### config.mk
export PLATFORM = sky130hd
export DESIGN_NAME = dcache_port_arb
export DESIGN_NICKNAME = d
export VERILOG_FILES = /design/src/rtl/lsq_pkg.sv /design/src/rtl/sb_fifo.sv /design/src/rtl/dcache_port_arb.sv
export SDC_FILE = /design/constraint.sdc
export NUM_CORES = 2
export LEC_CHECK = 0
export BUFFER_PORTS_ARGS = -buffer_cell sky130_fd_sc_hd__buf_4
export CORE_UTILIZATION = 37
export CTS_BUF_LIST = sky130_fd_sc_hd__clkbuf_4
export DETAILED_ROUTE_END_ITERATION = 10
export GPL_TIMING_DRIVEN = 0
export PLACE_DENSITY = 0.61
export SYNTH_ARGS = -nofsm -noshare
export SYNTH_HDL_FRONTEND = slang
export SYNTH_SLANG_ARGS = --single-unit
### constraint.sdc
create_clock -name clock -period 5.35 [get_ports clock]
set_clock_uncertainty 0.15 [all_clocks]
set_input_delay 0.535 -clock clock [delete_from_list [all_inputs] [get_ports clock]]
set_output_delay 0.535 -clock clock [all_outputs]
set_load 0.02 [all_outputs]
### src/rtl/lsq_pkg.sv
// Shared types and widths for the LSQ / Dcache port slice.
// Arbiter state, address compare granularity and store buffer entry layout.
package lsq_pkg;

  typedef enum logic {
    LOAD_PRI,
    STORE_DRAIN
  } arb_state_t;

  localparam int ADDR_CMP_LSB = 3;
  localparam int DC_ADDR_W    = 64;
  localparam int DC_DATA_W    = 64;
  localparam int PR_W         = 7;
  localparam int AR_W         = 5;
  localparam int TAG_W        = DC_ADDR_W - ADDR_CMP_LSB;

  typedef struct packed {
    logic [DC_ADDR_W-1:0] addr;
    logic [DC_DATA_W-1:0] value;
  } sb_entry_t;

endpackage

### src/rtl/sb_fifo.sv
// Post-retire store buffer: circular FIFO, 2-wide push, 1 pop,
// plus a parallel 8-byte address match across all valid entries.
module sb_fifo
  import lsq_pkg::*;
#(
  parameter int SB_DEPTH = 4,
  parameter int SB_BITS  = 2
) (
  input  logic               clock,
  input  logic               reset,
  input  logic [1:0]         push_num_i,
  input  sb_entry_t          push0_i,
  input  sb_entry_t          push1_i,
  input  logic               pop_i,
  input  logic [TAG_W-1:0]   cmp_tag_i,
  output sb_entry_t          head_o,
  output logic [SB_BITS:0]   count_o,
  output logic               match_any_o
);

  sb_entry_t           mem_q [SB_DEPTH];
  logic [SB_DEPTH-1:0] vld_q;
  logic [SB_BITS-1:0]  head_q;
  logic [SB_BITS-1:0]  tail_q;
  logic [SB_BITS-1:0]  tail_p1;
  logic [SB_BITS:0]    count_q;

  assign tail_p1 = tail_q + 1'b1;
  assign head_o  = mem_q[head_q];
  assign count_o = count_q;

  always_ff @(posedge clock or negedge reset) begin
    if (!reset) begin
      head_q  <= '0;
      tail_q  <= '0;
      count_q <= '0;
      vld_q   <= '0;
      for (int i = 0; i < SB_DEPTH; i++) begin
        mem_q[i] <= '0;
      end
    end else begin
      if (pop_i) begin
        vld_q[head_q] <= 1'b0;
        head_q        <= head_q + 1'b1;
      end
      if (push_num_i != 2'd0) begin
        mem_q[tail_q] <= push0_i;
        vld_q[tail_q] <= 1'b1;
      end
      if (push_num_i == 2'd2) begin
        mem_q[tail_p1] <= push1_i;
        vld_q[tail_p1] <= 1'b1;
      end
      tail_q  <= tail_q + SB_BITS'(push_num_i);
      count_q <= count_q
               + (SB_BITS+1)'(push_num_i)
               - (SB_BITS+1)'(pop_i);
    end
  end

  always_comb begin
    match_any_o = 1'b0;
    for (int i = 0; i < SB_DEPTH; i++) begin
      if (vld_q[i] &&
          mem_q[i].addr[DC_ADDR_W-1:ADDR_CMP_LSB] == cmp_tag_i)
        match_any_o = 1'b1;
    end
  end

endmodule

### src/rtl/dcache_port_arb.sv
// Dcache port arbiter: one load slot vs. a post-retire store buffer,
// with same-8-byte blocking and a bounded load-priority window.
module dcache_port_arb
  import lsq_pkg::*;
#(
  parameter int SB_DEPTH   = 4,
  parameter int SB_BITS    = 2,
  parameter int STARVE_MAX = 8
) (
  input  logic                 clock,
  input  logic                 reset,
  input  logic                 lsq_rd_mem,
  input  logic [DC_ADDR_W-1:0] lsq_addr,
  input  logic [PR_W-1:0]      lsq_pr_idx,
  input  logic [AR_W-1:0]      lsq_ar_idx,
  output logic                 lsq_dcache_avail,
  input  logic [1:0]           rob_st_retire_num,
  input  logic [DC_ADDR_W-1:0] st_addr0,
  input  logic [DC_DATA_W-1:0] st_value0,
  input  logic [DC_ADDR_W-1:0] st_addr1,
  input  logic [DC_DATA_W-1:0] st_value1,
  output logic [1:0]           sb_free,
  output logic                 sb_overflow,
  output logic                 dc_req_valid,
  output logic                 dc_req_wr,
  output logic [DC_ADDR_W-1:0] dc_req_addr,
  output logic [DC_DATA_W-1:0] dc_req_value,
  output logic [PR_W-1:0]      dc_req_pr_idx,
  output logic [AR_W-1:0]      dc_req_ar_idx,
  input  logic                 dc_req_ready
);

  localparam int SW = $clog2(STARVE_MAX + 1);
  localparam logic [SB_BITS:0] DEPTH_C = (SB_BITS+1)'(SB_DEPTH);
  localparam logic [SW-1:0]    SMAX    = SW'(STARVE_MAX);

  arb_state_t           state_q, state_d;
  logic [SW-1:0]        starve_q, starve_d;
  logic                 ovf_q;
  logic                 slot_vld_q;
  logic [DC_ADDR_W-1:0] slot_addr_q;
  logic [PR_W-1:0]      slot_pr_q;
  logic [AR_W-1:0]      slot_ar_q;

  sb_entry_t        head;
  sb_entry_t        push0, push1;
  logic [SB_BITS:0] count, space;
  logic [1:0]       push_num;
  logic             ovf_hit, match, conflict, sb_empty;
  logic             gnt_ld, gnt_st, ld_xfer, st_xfer;

  assign space    = DEPTH_C - count;
  assign sb_free  = (space > (SB_BITS+1)'(1)) ? 2'd2 : space[1:0];
  assign ovf_hit  = rob_st_retire_num > sb_free;
  assign push_num = ovf_hit ? sb_free : rob_st_retire_num;
  assign push0    = '{addr: st_addr0, value: st_value0};
  assign push1    = '{addr: st_addr1, value: st_value1};
  assign sb_empty = (count == '0);
  assign conflict = slot_vld_q & match;
  assign ld_xfer  = gnt_ld & dc_req_ready;
  assign st_xfer  = gnt_st & dc_req_ready;

  assign lsq_dcache_avail = ~slot_vld_q;
  assign sb_overflow      = ovf_q;

  sb_fifo #(
    .SB_DEPTH (SB_DEPTH),
    .SB_BITS  (SB_BITS)
  ) u_sb (
    .clock       (clock),
    .reset       (reset),
    .push_num_i  (push_num),
    .push0_i     (push0),
    .push1_i     (push1),
    .pop_i       (st_xfer),
    .cmp_tag_i   (slot_addr_q[DC_ADDR_W-1:ADDR_CMP_LSB]),
    .head_o      (head),
    .count_o     (count),
    .match_any_o (match)
  );

  always_ff @(posedge clock or negedge reset) begin
    if (!reset) begin
      state_q     <= LOAD_PRI;
      starve_q    <= '0;
      ovf_q       <= 1'b0;
      slot_vld_q  <= 1'b0;
      slot_addr_q <= '0;
      slot_pr_q   <= '0;
      slot_ar_q   <= '0;
    end else begin
      state_q  <= state_d;
      starve_q <= starve_d;
      ovf_q    <= ovf_q | ovf_hit;
      if (lsq_rd_mem && !slot_vld_q) begin
        slot_vld_q  <= 1'b1;
        slot_addr_q <= lsq_addr;
        slot_pr_q   <= lsq_pr_idx;
        slot_ar_q   <= lsq_ar_idx;
      end else if (ld_xfer) begin
        slot_vld_q <= 1'b0;
      end
    end
  end

  always_comb begin
    state_d  = state_q;
    starve_d = starve_q;
    unique case (state_q)
      LOAD_PRI: begin
        // a store slipping through in a gap breaks the load streak
        if (st_xfer)
          starve_d = '0;
        else if (ld_xfer && !sb_empty && starve_q != SMAX)
          starve_d = starve_q + 1'b1;
        if (count == DEPTH_C || starve_q == SMAX || conflict)
          state_d = STORE_DRAIN;
      end
      STORE_DRAIN: begin
        if (sb_empty ||
            (st_xfer && count == (SB_BITS+1)'(1) && push_num == 2'd0)) begin
          state_d  = LOAD_PRI;
          starve_d = '0;
        end
      end
      default: state_d = LOAD_PRI;
    endcase
  end

  always_comb begin
    gnt_ld        = (state_q == LOAD_PRI) & slot_vld_q & ~conflict;
    gnt_st        = ~gnt_ld & ~sb_empty;
    dc_req_valid  = gnt_ld | gnt_st;
    dc_req_wr     = gnt_st;
    dc_req_addr   = '0;
    dc_req_value  = '0;
    dc_req_pr_idx = '0;
    dc_req_ar_idx = '0;
    if (gnt_ld) begin
      dc_req_addr   = slot_addr_q;
      dc_req_pr_idx = slot_pr_q;
      dc_req_ar_idx = slot_ar_q;
    end else if (gnt_st) begin
      dc_req_addr  = head.addr;
      dc_req_value = head.value;
    end
  end

endmodule

* Word level (Yosys, flattened, before mapping) *
Index checks and enable logic that the tools add are counted.

storage, ports and cells
  bits in registers = 606
  bits in latches = 0
  RAM bits = 0
  ROM bits = 0
  bits of input ports = 338
  output and inout bits = 146
  memories kept = 0

operators by class
  add/subtract/negate cells = 7
  multiply operators = 0
  divide/modulo/power cells = 0
  magnitude comparators = 13
  equality and inequality tests = 11
  shifts and indexed selects = 0
  mux-type cells = 41
  bitwise operators = 20
  reductions and logical operators = 24

operator list
  kind                   number
  $bwmux W512            2
  $mux W512              2
  $demux W128 S2         2
  $mux W128              4
  $bmux W128 S2          1
  $mux W64               4
  $eq A61 B61 Y1         4
  $mux W4                6
  $logic_and A1 B1 Y1    14
  $mux W1                11
  $ge A3 B3 Y1 const B   3
  $lt A2 B3 Y1 const B   3
  $not A2 Y3             3
  $or A4 B4 Y4           2
  $pmux W4 S2            1
  $mux W7                1
  $and A1 B1 Y1          6
  $demux W1 S2           3
  $ge A2 B1 Y1 const B   3
  $lt A3 B1 Y1 const B   2
  $mux W5                1
  $not A1 Y1             5
  $add A2 B1 Y2 const B  2
  $add A4 B1 Y4 const B  1
  other kinds (24)       30

* Longest topological paths before layout *
  word-level depth = 17
  depth in mapped cells = 15

* By module *
A second synthesis with hierarchy kept.

unflattened totals
  cells, all modules = 3,357
  area, all modules = 34,842.2 um^2

modules (own cells, without submodules)
  module           instances  cells each  area each (um^2)  sequential area each (um^2)
  sb_fifo          1          2,830       29,848.6          13,087.6
  dcache_port_arb  1          527         4,993.5           2,077.0

* Worst setup path before layout *
OpenSTA, ideal clock, no wires.

  kind = reg2reg
  from = register u_sb.count_q[0], in the netlist u_sb.count_o[0]
  to = register u_sb.mem_q[509] (netlist bit)
  arrival = 3,371 ps
  path slack = 1,746 ps
  cell stages (with the launch flop) = 16
  path buffers = 3
  period minus slack after synthesis = 3,604 ps
  cells stage by stage = dfrtp_1 inv_1 ha_1 ha_1 and3_1 ha_1 inv_1 o22ai_1 mux2_2 nand2b_1 nor2_1 buf_2 buf_2 clkbuf_1 nand2_1 o21ai_0

on the way
  word-level cells in the longest chain between the ends = 9

RTL lines
  element                          RTL line               text
  from (decl)                      sb_fifo.sv:26          logic [SB_BITS:0] count_q;
  from (signal assigned)           sb_fifo.sv:55          count_q <= count_q
  $sub A3 B3 Y3 *                  dcache_port_arb.sv:52  assign space = DEPTH_C - count;
  $gt A3 B1 Y1                     dcache_port_arb.sv:53  assign sb_free = (space > (SB_BITS+1)'(1)) ? 2'd2 : space[1:0];
  $mux W2 *                        dcache_port_arb.sv:53
  via sb_free[0]                   dcache_port_arb.sv:22  output logic [1:0] sb_free,
  $gt A2 B2 Y1                     dcache_port_arb.sv:54  assign ovf_hit = rob_st_retire_num > sb_free;
  $mux W2 *                        dcache_port_arb.sv:55  assign push_num = ovf_hit ? sb_free : rob_st_retire_num;
  $reduce_bool A2 Y1               sb_fifo.sv:46          if (push_num_i != 2'd0) begin
  $mux W512                        sb_fifo.sv:46
  $bwmux W512                      sb_fifo.sv:51          mem_q[tail_p1] <= push1_i;
  $mux W512 *                      sb_fifo.sv:50          if (push_num_i == 2'd2) begin
  to (signal, indexed assignment)  sb_fifo.sv:47          mem_q[tail_q] <= push0_i;
  to (signal, indexed assignment)  sb_fifo.sv:51
  to (decl)                        sb_fifo.sv:21          sb_entry_t mem_q [SB_DEPTH];

Mark *: on every way through the listed nets, which the timed path passes. The rest lies on a longest branch.
A chain may end at the register's enable or synchronous reset.

* Final worst setup path *
  from = register slot_addr_q[54]
  to = output port dc_req_addr[40]

on the way
  word-level cells in the longest chain between the ends = 13

RTL lines
  element                 RTL line                text
  from (decl)             dcache_port_arb.sv:41   logic [DC_ADDR_W-1:0] slot_addr_q;
  from (signal assigned)  dcache_port_arb.sv:97   slot_addr_q <= lsq_addr;
  $eq A61 B61 Y1          sb_fifo.sv:65           mem_q[i].addr[DC_ADDR_W-1:ADDR_CMP_LSB] == cmp_tag_i)
  $logic_and A1 B1 Y1     sb_fifo.sv:64           if (vld_q[i] &&
  $mux W1 (3 in series)   sb_fifo.sv:64
  $mux W1 *               sb_fifo.sv:64
  $and A1 B1 Y1 *         dcache_port_arb.sv:59   assign conflict = slot_vld_q & match;
  $not A1 Y1 *            dcache_port_arb.sv:131  gnt_ld = (state_q == LOAD_PRI) & slot_vld_q & ~conflict;
  $and A1 B1 Y1 *         dcache_port_arb.sv:131
  $not A1 Y1              dcache_port_arb.sv:132  gnt_st = ~gnt_ld & ~sb_empty;
  $and A1 B1 Y1           dcache_port_arb.sv:132
  $mux W64                dcache_port_arb.sv:143  end else if (gnt_st) begin
  $mux W64 *              dcache_port_arb.sv:139  if (gnt_ld) begin
  to (decl)               dcache_port_arb.sv:26   output logic [DC_ADDR_W-1:0] dc_req_addr,

Every way passes the cells marked *; elsewhere a longest branch is shown, timed or not.

==> metrics <==
Design Area, Final 47600 sq um; maximum vdd drop 0.383 mV; dpl cells 5165; Post-DRT Antenna Nets 0; Yosys top cell by area dfrtp_1; fin nets 4908; post-synth top area share 43.4%; Slew headroom 4.67%; Hold Fails Final Rpt 0; Yosys warning count 0; FMAX 187 MHz; CP Data Arrival Time 4.65 ns; part of the power in registers 27.3%; Sw Share 47.7%; worst-path fanout max 10; Core Box Area 93500 sq um; Final setup viols 0; count of final max-slew check failures 0; post-CTS setup buffers 0; H-tree Lvls 4; die width 309 um; Final TNS setup 0 ns; status complete, no violations; fin crit share 99.8%; largest net degree at the start of global routing 114; Post-route DRC 0; Port Buf Inserts 483; Post-DP HPWL 110000 um; Pwr per Cell Area 703 nW/um^2; first-iteration detailed-routing DRC count 3286; Post-DP Area 40300 sq um; Comb power frac 58.9%; Psw 0.0159 W; worst hold path type primary input to flop; Max Root-Sink Buffers 3; Routed met1 length 60200 um; # fillers 8570; clk_lat worst skew 1.12 ns; power share of the clock group 13.8%; Rows 112; WL per Instance 26.2 um; vias per cell 5.58; RSZ-0062 raised after global routing true; Syn Nets 3778; P_int 0.0175 W; initial antenna violation count 31; Vias 33200; critical path launch point type flop; total track usage 32.2%; starting density of the core 37.4%; Yosys cell types 58; top_reg_cell synth dfrtp_1; synthesized cell area 34900 sq um; synth top area cells dfrtp_1 43%, mux2i_1 15%, o21ai_0 8.7%, mux4_2 8.2%, nand2_1 6.5%; Final Wtd Congestion 1.05; sequential share of the synthesized area 43.4%; CP endpoint kind output port; post-synthesis async set-or-reset flop share 100%; worst-margin pin slew 1.43 ns; Worst-path clk slew 0.07 ns; Final min period 5.34 ns; TritonCTS Buffers 176; layout cells sized above 1 25.0%; global-route wire length before repair 223000 um; max-cap violations 0; CP Class flop to output port; Die ar. 95700 sq um; global route total overflow 0; Yosys reg bits 606; met2 routed WL 72300 um; DRT Pass-1 Iters 6; highest routed layer met5; met3 wire length 16100 um; CTS tree done; Final Non-Filler Cells 5951; vias in the first global route 32900; leak pwr 19.3 nW; number of synthesized flops with an enable pin 0; area growth from synthesis to layout 36.1%; CTS Sinks 606; Post-Syn Instances 3422; Die Ht 309 um; IO Pins 484; Detailed Route WL 156000 um; WP data required 4.66 ns; Avg Inst Size Synth 10.2 sq um; post-layout util 50.9%; Root Buffer clkbuf_4
==> synthesized netlist by cell type (all sizes together) (3+ instances only) <==
library cell	n
and2	12
nand2	609
buf	145
clkbuf	146
nand4	39
or2	3
nand3b	3
nand2b	90
mux4	128
nand3	3
nor2	17
nor2b	78
xor2	56
o22ai	14
mux2	52
o221ai	3
dfrtp	606
o2bb2ai	5
ha	17
inv	55
a221oi	4
nor3	8
a2111oi	7
mux2i	512
nor3b	5
a221o	3
o2111ai	6
a31oi	4
o21ai	606
nor4	26
xnor2	136
==> stage by stage <==
stage	total power, W	hold slack, ns	worst slack (ns)
4_1_cts	0.0330	0.000368	0.00853
3_5_place_dp	0.0278	0.308	-0.177
2_1_floorplan	0.0201	0.0894	1.75
3_3_place_gp	0.0275	0.309	-3.74
6_report	0.0334	0.0950	0.0121
5_1_grt	0.0349	0.0507	-0.196
==> final cells by class <==
| type | count | area (sq um) | share of cell area, % |
|---|---|---|---|
| tap | 1254 | 1570 | 3.30 |
| sequential | 606 | 15200 | 31.9 |
| antenna | 16 | 40.0 | 0.0842 |
| clock inverter | 53 | 338 | 0.710 |
| buffer | 284 | 1280 | 2.70 |
| inverter | 55 | 206 | 0.434 |
| multi-input combinational | 2470 | 18500 | 39.0 |
| clock buffer | 254 | 1910 | 4.01 |
| timing repair buffer | 959 | 8520 | 17.9 |
==> placed cells by master, fill, tap and decap left out, types with 39 or more instances in the layout <==
master,n
nand2b_1,90
buf_4,482
nand2_1,609
o21ai_0,575
nand4_1,39
dlygate4sd3_1,469
clkbuf_4,255
xor2_1,50
dfrtp_1,606
mux2i_1,512
buf_2,114
clkbuf_1,131
mux4_2,128
inv_1,53
nor2b_2,50
mux2_2,52
xnor2_1,129
==> routing by layer <==
layer / track usage, % / up-vias
met2: 51.0 / 1882
li1: - / 14400
met1: 40.6 / 16500
met5: 0 / -
met3: 9.30 / 366
met4: 14.7 / 34
==> sequential cells by signal, summed over array words and instances, names as in the netlist <==
register	cells
u_sb.mem_q	512
slot_addr_q	64
slot_pr_q	7
slot_ar_q	5
starve_q	4
u_sb.vld_q	4
u_sb.count_o	3
u_sb.head_q	2
u_sb.tail_q	2
sb_overflow	1
slot_vld_q	1
state_q	1
==> power groups by stage <==
stage	clock (W)	sequential, W	combinational (W)
finish	0.00461	0.00914	0.0197
global route	0.00493	0.00930	0.0207
CTS	0.00467	0.00896	0.0193
detailed placement	0	0.00893	0.0189
global placement	0	0.00890	0.0186
floorplan	0	0.00818	0.0119
==> cells by family after synthesis <==
| kind of cell | count (synthesis) | share of synthesized area (%) |
|---|---|---|
| simple gates | 899 | 12.1 |
| xor+xnor | 192 | 4.81 |
| fa+ha+maj | 18 | 0.666 |
| mux | 692 | 24.6 |
| buf+inv | 346 | 4.29 |
| flops | 606 | 43.4 |
| compound gates | 669 | 10.2 |
==> worst max-delay path, stage by stage (launching register included) <==
cell and delay [ns]:
dfrtp_1 0.32, clkbuf_1 0.35, xor2_2 0.24, nor4_2 0.60, nand4_1 0.29, o32ai_4 0.39, nor4_2 0.11, buf_6 0.21
clkbuf_1 0.36, o21ai_1 0.43, buf_4 0.21
==> timing repair <==
item	in CTS	in global routing
endpoints found under the hold margin	919	0
hold buffers	470	0
endpoints found under the setup margin	190	267
pin swaps	1	3
resized for setup	62	32
==> worst paths after layout <==
| check | startpoint | to | slack (ns) | cells after the start |
|---|---|---|---|---|
| max in group asynchronous | reset | u_sb.mem_q[274] | 3.44 | 5 |
| worst max register to register | u_sb.count_o[0] | u_sb.mem_q[106] | 0.03 | 15 |
| worst min register to register | sb_overflow | sb_overflow | 0.33 | 1 |
| min in group asynchronous | reset | slot_addr_q[5] | 0.46 | 4 |
| worst max-delay path | slot_addr_q[54] | dc_req_addr[40] | 0.01 | 10 |
| worst min-delay path | lsq_addr[9] | slot_addr_q[9] | 0.09 | 3 |
Power figures use the tool's default switching activity.
